File: config.mk
export PLATFORM = sky130hd
export DESIGN_NAME = mem_port_arbiter
export DESIGN_NICKNAME = d
export VERILOG_FILES = /design/src/rtl/mem_port_arbiter.sv
export SDC_FILE = /design/constraint.sdc
export NUM_CORES = 1
export LEC_CHECK = 0
export ABC_CLOCK_PERIOD_IN_PS = 2300
export CAP_MARGIN = 20
export CORE_AREA = 3 3 276 278
export CTS_BUF_LIST = sky130_fd_sc_hd__clkbuf_4 sky130_fd_sc_hd__clkbuf_8 sky130_fd_sc_hd__clkbuf_16
export DETAILED_ROUTE_END_ITERATION = 16
export DIE_AREA = 0 0 279 281
export SETUP_SLACK_MARGIN = 0.2
export SYNTH_ARGS = -nofsm -noshare
export SYNTH_HDL_FRONTEND = slang
export SYNTH_SLANG_ARGS = --single-unit
File: constraint.sdc
create_clock -name clk -period 2.3 [get_ports clk]
set_input_delay 0.23 -clock clk [delete_from_list [all_inputs] [get_ports clk]]
set_output_delay 0.23 -clock clk [all_outputs]
set_load 0.03 [all_outputs]
File: src/rtl/mem_port_arbiter.sv
// Shares one cache-line memory port between the fetch (ic) and data (dc) requesters.
// One transaction outstanding; data has priority with a starvation guard for fetch.
module mem_port_arbiter #(
  parameter int unsigned       PADDR_WIDTH  = 20,
  parameter int unsigned       LINE_W       = 128,
  parameter int unsigned       SIZE_W       = 2,
  parameter logic [SIZE_W-1:0] INSTR_SIZE   = SIZE_W'(3),
  parameter int unsigned       STARVE_LIMIT = 4
) (
  input  logic                   clk,
  input  logic                   rst,

  input  logic                   ic_req_valid_i,
  output logic                   ic_req_ready_o,
  input  logic [PADDR_WIDTH-1:0] ic_addr_i,
  output logic                   ic_data_valid_o,
  output logic [LINE_W-1:0]      ic_data_o,

  input  logic                   dc_req_valid_i,
  input  logic                   dc_req_we_i,
  output logic                   dc_req_ready_o,
  input  logic [PADDR_WIDTH-1:0] dc_addr_i,
  input  logic [LINE_W-1:0]      dc_wr_data_i,
  input  logic [SIZE_W-1:0]      dc_size_i,
  output logic                   dc_data_valid_o,
  output logic [LINE_W-1:0]      dc_data_o,
  output logic                   dc_wr_done_o,

  output logic                   mem_rd_req_valid_o,
  output logic                   mem_wr_req_valid_o,
  output logic                   mem_req_is_instr_o,
  output logic [PADDR_WIDTH-1:0] mem_req_address_o,
  output logic [LINE_W-1:0]      mem_wr_data_o,
  output logic [SIZE_W-1:0]      mem_req_access_size_o,
  input  logic                   mem_data_valid_i,
  input  logic                   mem_data_is_instr_i,
  input  logic [LINE_W-1:0]      mem_data_i,
  input  logic                   mem_write_done_i,

  output logic                   err_o
);

  localparam int unsigned CNT_W = $clog2(STARVE_LIMIT + 1);

  typedef enum logic [1:0] {
    IDLE = 2'd0,
    RD_I = 2'd1,
    RD_D = 2'd2,
    WR_D = 2'd3
  } state_t;

  state_t           state;
  logic [CNT_W-1:0] starve_cnt;
  logic             idle;
  logic             starved;
  logic             ic_grant;
  logic             dc_grant;

  // Grant decision: dc first, unless fetch has lost STARVE_LIMIT times in a row.
  always_comb begin
    idle     = rst && (state == IDLE);
    starved  = (starve_cnt == CNT_W'(STARVE_LIMIT));
    ic_grant = 1'b0;
    dc_grant = 1'b0;
    if (idle) begin
      if (ic_req_valid_i && (!dc_req_valid_i || starved)) begin
        ic_grant = 1'b1;
      end else if (dc_req_valid_i) begin
        dc_grant = 1'b1;
      end
    end
  end

  assign ic_req_ready_o = ic_grant;
  assign dc_req_ready_o = dc_grant;

  always_ff @(posedge clk) begin
    if (!rst) begin
      state                 <= IDLE;
      starve_cnt            <= '0;
      ic_data_valid_o       <= 1'b0;
      ic_data_o             <= '0;
      dc_data_valid_o       <= 1'b0;
      dc_data_o             <= '0;
      dc_wr_done_o          <= 1'b0;
      mem_rd_req_valid_o    <= 1'b0;
      mem_wr_req_valid_o    <= 1'b0;
      mem_req_is_instr_o    <= 1'b0;
      mem_req_address_o     <= '0;
      mem_wr_data_o         <= '0;
      mem_req_access_size_o <= '0;
      err_o                 <= 1'b0;
    end else begin
      ic_data_valid_o <= 1'b0;
      dc_data_valid_o <= 1'b0;
      dc_wr_done_o    <= 1'b0;

      // A pending fetch only ages when it actually loses an arbitration.
      if (!ic_req_valid_i || ic_grant) begin
        starve_cnt <= '0;
      end else if (dc_grant && !starved) begin
        starve_cnt <= starve_cnt + CNT_W'(1);
      end

      case (state)
        IDLE: begin
          if (mem_data_valid_i || mem_write_done_i) begin
            err_o <= 1'b1;
          end
          if (ic_grant) begin
            state                 <= RD_I;
            mem_rd_req_valid_o    <= 1'b1;
            mem_req_is_instr_o    <= 1'b1;
            mem_req_address_o     <= ic_addr_i;
            mem_wr_data_o         <= '0;
            mem_req_access_size_o <= INSTR_SIZE;
          end else if (dc_grant) begin
            state                 <= dc_req_we_i ? WR_D : RD_D;
            mem_rd_req_valid_o    <= !dc_req_we_i;
            mem_wr_req_valid_o    <= dc_req_we_i;
            mem_req_is_instr_o    <= 1'b0;
            mem_req_address_o     <= dc_addr_i;
            mem_wr_data_o         <= dc_wr_data_i;
            mem_req_access_size_o <= dc_size_i;
          end
        end

        RD_I, RD_D: begin
          if (mem_write_done_i) begin
            err_o <= 1'b1;
          end
          if (mem_data_valid_i) begin
            // Routing follows the state; a mismatched tag is flagged but still delivered.
            if (mem_data_is_instr_i != (state == RD_I)) begin
              err_o <= 1'b1;
            end
            if (state == RD_I) begin
              ic_data_o       <= mem_data_i;
              ic_data_valid_o <= 1'b1;
            end else begin
              dc_data_o       <= mem_data_i;
              dc_data_valid_o <= 1'b1;
            end
            mem_rd_req_valid_o <= 1'b0;
            state              <= IDLE;
          end
        end

        WR_D: begin
          if (mem_data_valid_i) begin
            err_o <= 1'b1;
          end
          if (mem_write_done_i) begin
            dc_wr_done_o       <= 1'b1;
            mem_wr_req_valid_o <= 1'b0;
            state              <= IDLE;
          end
        end

        default: state <= IDLE;
      endcase
    end
  end

endmodule

==> summary.txt, run 1 <==
STA
  • Max Fclk: 495 MHz
  • Final Cycle Share: between 80 and 90%
  • Worst Clk Skew: ~0.018 ns
  • RSZ-0062 raised after global routing: false
  • Final hold violation count: 0
  • Setup WS post-layout: 0.282 ns
  • TNS Setup: 0 ns
  • Final setup violation count: 0
  • Slew HR: a little over two thirds
  • Post-layout min period: 2.02 ns
  • Slew @ Worst Pin: roughly 0.45 ns
  • Fin. max-slew vios: 0

Placed design
  • Worst slack, placed: 0.349 ns
  • DP HPWL: between 40000 and 50000 um
  • RePlAce Congestion: 0.805
  • Placed instance area: 23200 um^2
  • Buffers on Ports: between 700 and 800

Synth
  • Seq/Total Area, Yosys: between 50% and 60%
  • Synth warnings: 0
  • Netlist cell types: 33
  • Mapped Area: between 10000 and 15000 um^2
  • Syn Inst Count: 1865
  • Syn_area_per_cell: 7.84 um^2
  • Seq cells post-synth: between 400 and 500
  • Synth Net Count: 2176

Routing
  • Iteration-0 DRC Markers: roughly 750
  • Post-DR vias/cell: 4.17
  • Routed len/inst: 16.7 um
  • DR pass1 iterations: 5
  • Final wirelength: between 50000 and 60000 um
  • Antenna viol nets, final: 0
  • DRC viols: 0
  • Via Count: 14921

Layout
  • Area Growth Syn to Fin: 71.1%
  • Utilization after layout: around 34%
  • Finished layout cell area: ~25000 um^2
  • Fill cells: 7854
  • Layout cells sized above 1: about 7.1%
  • Footprint of the multi-input gates: 5670 um^2
  • Nets: about 2900
  • FF+latch area: between 8000 and 9000 um^2

Hold path
  • Worst hold path type: in -> reg
  • Hold wc startpoint: dc_wr_data_i[55]

Die
  • Num rows: 100
  • I/O pins: 721
  • Core region area: between 70000 and 80000 um^2
  • Width of the die: about 280 um
  • DIE AREA: 78400 um^2
  • Starting density of the core: between 10% and 20%
  • Vert. Die Dim: approximately 280 um

Clock network
  • Clk buf depth: 3
  • Inserted Clock Buffers: 49
  • TritonCTS clock tree: built
  • H-tree depth: 2
  • Clock root cell: clkbuf_16
  • Worst-path clk slew: about 0.06 ns
  • CTS sink count: about 420
  • Clk_lat worst skew: 0.57 ns

Setup path
  • Crit path launch: starve_cnt[0]$_SDFFE_PP0P_
  • Delay of the slowest critical-path stage: around 0.32 ns
  • WP buf/inv: 3
  • Slowest cell on the critical path: dfxtp_1
  • Critical path arrival: approximately 1.8 ns
  • RR Startpoint: state[1]$_SDFFE_PN0P_
  • CP delay by family, top: flip-flops
  • Worst setup SP type: flop
  • Worst Setup End Kind: primary output
  • Required time worst endpoint: roughly 2.1 ns
  • Crit path max fanout: 4
  • Kind of critical path: reg -> out
  • CP Cell Sequence: inv_1 > ha_2 > a21boi_2 > or2_4 > inv_4 > buf_6

Global route
  • First-pass GRT wire length: 87000 um
  • Total GRT Usage: around 14%
  • Vias in the first global route: between 10000 and 15000
  • Largest net degree at the start of global routing: 70
  • Global route total overflow: 0
  • Antenna violations before repair: 1

Pwr
  • P_leak: slightly below 9 nW
  • Peak supply drop: 0.506 mV
  • Total power: approximately 27 mW
  • Pwr dens: ~1100 nW/um^2

Flow run
  • Max-cap violations: 0

Outcome
  • Status: finished clean
==> cells in the final DEF (no fill, tap or decap), types with 2 or more instances in the layout <==
cell type	n
nand2_1	819
clkdlybuf4s50_1	718
dfxtp_1	417
a21oi_1	392
buf_4	63
clkbuf_16	50
o21ai_0	22
a31oi_1	20
buf_12	17
clkbuf_8	10
clkbuf_4	9
nand3_1	7
clkinv_2	7
bufinv_16	6
inv_1	5
nor2_1	3
nor3_1	3
ha_1	3
clkinvlp_4	3
o211ai_1	2
o22ai_1	2
or2_4	2
inv_2	2
==> flip-flops by register name (all words and copies together), names as in the netlist <==
| signal | count |
|---|---|
| err_o | 1 |
| mem_wr_data_o | 128 |
| dc_data_valid_o | 1 |
| mem_rd_req_valid_o | 1 |
| ic_data_valid_o | 1 |
| state | 2 |
| mem_wr_req_valid_o | 1 |
| ic_data_o | 128 |
| starve_cnt | 3 |
| mem_req_access_size_o | 2 |
| dc_wr_done_o | 1 |
| mem_req_address_o | 20 |
| mem_req_is_instr_o | 1 |
| dc_data_o | 128 |
==> worst reg2reg max path, stage by stage (launching register included) <==
cell and delay (ns):
dfxtp_1 0.33, inv_2 0.09, buf_4 0.10, ha_1 0.33, or2_4 0.41, buf_12 0.31, nand2_1 0.11, a21oi_1 0.15
==> worst paths after layout <==
path,to,slack (ns),depth (start not counted)
hold / removal,mem_wr_data_o[55]$_SDFFE_PN0P_,0.20,3
setup reg to reg,dc_data_o[109]$_SDFFE_PN0P_,0.39,7
hold reg to reg,mem_wr_data_o[114]$_SDFFE_PN0P_,0.45,2
setup / recovery,ic_req_ready_o,0.28,6
==> cell families after synthesis <==
group / count (synthesis) / share of synthesized area (%)
AO/OA/AOI/OAI: 447 / 15.7
XOR/XNOR: 2 / 0.120
adder cells (fa/ha/maj): 5 / 0.428
buffers and inverters: 150 / 4.55
flip-flops: 418 / 57.2
multiplexers: 1 / 0.0685
AND/OR/NAND/NOR: 842 / 21.9
==> metrics by stage <==
stage	hold WS, ns	cells
5_1_grt	0.181	3579
3_5_place_dp	0.445	3488
6_report	0.204	3579
4_1_cts	0.151	3577
2_1_floorplan	0.353	1865
3_3_place_gp	0.441	3488
==> power breakdown <==
part	total (mW)	leakage, nW	switching (mW)	internal, mW
sequential	8.98	3.40	0.593	8.38
combinational	9.55	4.42	5.78	3.77
clock	8.22	0.849	3.16	5.07
total	26.7	8.67	9.53	17.2
==> metal layers <==
| metal | GRT usage, % | wire [um] | up-vias |
|---|---|---|---|
| met5 | 0 | 0 | - |
| met4 | 5.55 | 2200 | 0 |
| met3 | 3.70 | 3900 | 123 |
| met2 | 24.5 | 29500 | 454 |
| met1 | 16.8 | 24300 | 6892 |
| li1 | - | - | 7452 |
==> area by class of cell <==
class	instances	share of cell area (%)
multi-input combinational	1297	22.7
inverter	9	0.175
clock inverter	17	1.02
clock buffer	69	5.82
timing repair buffer	799	32.0
tap	969	4.85
sequential	418	33.5
antenna	1	0.0100
==> Yosys cell counts <==
| cell | number | share of area [%] |
|---|---|---|
| nor3_1 | 3 | 0.10 |
| mux2i_1 | 1 | 0.068 |
| dfxtp_1 | 418 | 57 |
| a31oi_1 | 21 | 0.90 |
| o211a_1 | 1 | 0.068 |
| ha_1 | 5 | 0.43 |
| a21boi_2 | 1 | 0.077 |
| o21ai_0 | 23 | 0.79 |
| and4b_1 | 1 | 0.068 |
| a211oi_1 | 1 | 0.051 |
| xnor2_1 | 1 | 0.060 |
| inv_2 | 1 | 0.026 |
| buf_1 | 10 | 0.26 |
| nor2_1 | 4 | 0.10 |
| xor2_1 | 1 | 0.060 |
| or2_1 | 2 | 0.086 |
| o22ai_1 | 2 | 0.086 |
| clkbuf_1 | 53 | 1.4 |
| a222oi_1 | 1 | 0.068 |
| nand3_1 | 8 | 0.27 |
| inv_1 | 8 | 0.21 |
| a211o_1 | 1 | 0.060 |
| buf_2 | 76 | 2.6 |
| nand2_1 | 820 | 21 |
| and3_1 | 1 | 0.043 |
| and2_1 | 1 | 0.043 |
| buf_4 | 2 | 0.10 |
| a21oi_1 | 392 | 13 |
| a311oi_1 | 1 | 0.060 |
| o211ai_1 | 2 | 0.10 |
| a21boi_0 | 1 | 0.051 |
| nand2b_1 | 1 | 0.043 |
| nor2b_1 | 1 | 0.043 |
==> what timing repair did <==
item | 4_1_cts | 5_1_grt
endpoints found under the setup margin | 2 | 2
hold buffers | 0 | 0
pin swaps | 1 | 1
buffers inserted | 3 | 1
gates resized for setup | 5 | 6
hold endpoints to repair | 0 | 0
No activity file was read; power rests on OpenSTA's default activity.
==> run 2: changes to the inputs <==
--- a/config.mk
+++ b/config.mk
@@ -5,7 +5,7 @@
 export SDC_FILE = /design/constraint.sdc
 export NUM_CORES = 1
 export LEC_CHECK = 0
-export ABC_CLOCK_PERIOD_IN_PS = 2300
+export ABC_CLOCK_PERIOD_IN_PS = 2350
 export CAP_MARGIN = 20
 export CORE_AREA = 3 3 276 278
 export CTS_BUF_LIST = sky130_fd_sc_hd__clkbuf_4 sky130_fd_sc_hd__clkbuf_8 sky130_fd_sc_hd__clkbuf_16
==> constraint.sdc (replaced) <==
create_clock -name clk -period 2.35 [get_ports clk]
set_input_delay 0.235 -clock clk [delete_from_list [all_inputs] [get_ports clk]]
set_output_delay 0.235 -clock clk [all_outputs]
set_load 0.03 [all_outputs]
==> run 2 against run 1 <==
Hold slack improved by 0.0079 ns; critical path depth stayed put; clock skew is essentially flat; clock-buffer cell count increased by 4; worst setup slack improved by 0.053 ns; cell count unchanged; global-route usage about the same; die area is the same; sequential power is 2.3% lower; largest cell class unchanged; highest routed layer unchanged.
==> summary.txt, run 2 (synthesis results as in run 1) <==
Clock network
  • Clk buf depth: 3 (unchanged)
  • Clk_lat worst skew: 0.57 ns (about the same)
  • H-tree depth: 2 (unchanged)
  • # hold bufs at CTS: 0 (unchanged)
  • TritonCTS clock tree: built
  • Inserted Clock Buffers: 48 (-2.0%)
  • Clock root cell: clkbuf_16
  • CTS sink count: 418 (unchanged)
  • Worst-path clk slew: 0.06 ns (about the same)

Routing
  • DRC viols: 0 (unchanged)
  • Final wirelength: 59500 um (-0.73%)
  • Post-DR vias/cell: 4.13 (-0.82%)
  • DR pass1 iterations: 5 (unchanged)
  • Via Count: 14799 (-0.82%)
  • Routed len/inst: 16.6 um (-0.73%)
  • Iteration-0 DRC Markers: 765 (+2.5%)
  • Antenna viol nets, final: 0 (unchanged)

Layout
  • Leading cell type in the layout, fill and taps excluded: nand2_1
  • Utilization after layout: 33.7% (about the same)
  • Area Growth Syn to Fin: 71.1% (about the same)
  • Layout cells sized above 1: 6.90% (-0.15 points)
  • Nets: 2882 (-0.10%)
  • Most frequent cells in the layout: nand2_1 (819), clkdlybuf4s50_1 (718), dfxtp_1 (418)
  • Biggest regs: dc_data_o (128), ic_data_o (128), mem_wr_data_o (128)

Global route
  • Largest net degree at the start of global routing: 74 (+5.7%)
  • Vias in the first global route: 14064 (-0.96%)
  • Global route total overflow: 0 (unchanged)
  • Total GRT Usage: 14.2% (about the same)
  • Antenna violations before repair: 3 (+2)
  • First-pass GRT wire length: 86700 um (-0.36%)

Setup path
  • RR Startpoint: state[0]$_SDFFE_PN0P_
  • Critical path arrival: 1.78 ns (about the same)
  • Required time worst endpoint: 2.12 ns (+0.05 ns)
  • Worst Setup End Kind: primary output
  • Worst setup SP type: flop
  • RR Endpoint: mem_wr_data_o[49]$_SDFFE_PN0P_
  • R2r setup slk: 0.38 ns (about the same)
  • Crit path max fanout: 6 (+2)
  • Kind of critical path: reg -> out
  • Worst Reg-to-Reg Cells: 9 (+2)

Hold path
  • Worst hold path type: in -> reg
  • Worst hold endpoint: mem_wr_data_o[78]$_SDFFE_PN0P_
  • Hold wc startpoint: dc_wr_data_i[78]
  • Hold Crit Depth: 3 (unchanged)

Die
  • Num rows: 100 (unchanged)
  • Vert. Die Dim: 281 um (unchanged)
  • Width of the die: 279 um (unchanged)
  • Starting density of the core: 19.7% (unchanged)
  • I/O pins: 721 (unchanged)
  • DIE AREA: 78400 um^2 (unchanged)
  • Core region area: 74200 um^2 (unchanged)

Pwr
  • Total power: 25.9 mW (-3.0%)
  • P_leak: 8.65 nW (-0.18%)
  • Peak supply drop: 0.499 mV (-1.5%)
  • Pwr dens: 1040 nW/um^2 (-3.0%)

STA
  • Final Cycle Share: between 80% and 90%
  • Max Fclk: 496 MHz
  • TNS Setup: 0 ns (unchanged)
  • RSZ-0062 raised after global routing: false
  • Worst Clk Skew: 0.0180 ns (-0.000247 ns)
  • Final setup violation count: 0 (unchanged)
  • Post-layout min period: ~2.0 ns
  • Slew @ Worst Pin: 0.563 ns (+0.117 ns)
  • Final hold violation count: 0 (unchanged)
  • Setup WS post-layout: 0.335 ns (+0.0530 ns)
  • Slew HR: 62.5% (-7.7 points)
  • Fin. max-slew vios: 0 (unchanged)

Placed design
  • Worst slack, placed: 0.339 ns (-0.0104 ns)
  • Buffers on Ports: 720 (unchanged)
  • DP HPWL: 44700 um (-0.24%)
  • RePlAce Congestion: 0.797 (-0.99%)

Flow run
  • Max-cap violations: 0 (unchanged)

Outcome
  • Status: finished clean
-- run 2: cell types whose count changed in the layout (fill, tap and decap cells not counted), sizes merged, moves of 2 or more --
cell	change
clkbuf	+4
bufinv	-3
buf	-2
clkinvlp	-2
diode	+2
inv	+2
-- run 2: stage by stage --
step | area, um^2 | std cells | hold slack, ns
finish | 25000 | 3579 | 0.211
global route | 25000 | 3579 | 0.170
CTS | 25000 | 3574 | 0.156
detailed placement | 23300 | 3486 | 0.445
global placement | 23300 | 3486 | 0.440
floorplan | 14600 | 1865 | 0.358
-- run 2: critical path, cell delays in order (launching register included) --
cell and delay (ns):
dfxtp_1 0.35, inv_1 0.10, ha_4 0.16, nand3_1 0.08, or2_4 0.29, inv_2 0.08, buf_4 0.17
-- run 2: layer usage --
layer,wire length (um),track usage [%],share of wire [%]
met3,4040,3.71,6.8
met5,0,0,0
met1,23800,16.8,40
met2,29700,24.6,50
met4,1870,5.31,3.1
-- run 2: area by class of cell --
| cell class | instances | area (um^2) |
|---|---|---|
| Antenna cell | 3 | 7.51 |
| Clock buffer | 73 | 1500 |
| Clock inverter | 13 | 164 |
| Fill cell | 7791 | 49200 |
| Inverter | 9 | 41.3 |
| Multi-Input combinational cell | 1297 | 5680 |
| Sequential cell | 418 | 8370 |
| Tap cell | 969 | 1210 |
| Timing Repair Buffer | 797 | 8040 |
-- run 2: power by group --
| group | leakage [nW] | total, mW | switching, mW | internal [mW] |
|---|---|---|---|---|
| combinational | 4.42 | 9.39 | 5.67 | 3.71 |
| clock | 0.837 | 7.77 | 3.04 | 4.73 |
| sequential | 3.40 | 8.77 | 0.571 | 8.20 |
| total | 8.65 | 25.9 | 9.28 | 16.6 |
-- run 2: worst max-delay path by stage --
stage                                     from                                  to
global route             state[0]$_SDFFE_PN0P_                      ic_req_ready_o
detailed placement       state[0]$_SDFFE_PN0P_         dc_data_o[117]$_SDFFE_PN0P_
floorplan                state[0]$_SDFFE_PN0P_  mem_req_address_o[19]$_SDFFE_PN0P_
global placement                           rst     mem_wr_req_valid_o$_SDFFE_PN0P_
finish                   state[0]$_SDFFE_PN0P_                      ic_req_ready_o
CTS                 starve_cnt[0]$_SDFFE_PP0P_                      ic_req_ready_o
-- run 2: timing repair --
action | in CTS | in global routing
setup buffers | 2 | 2
gates resized for setup | 6 | 2
pin swaps | 2 | 3
setup endpoints to repair | 2 | 5
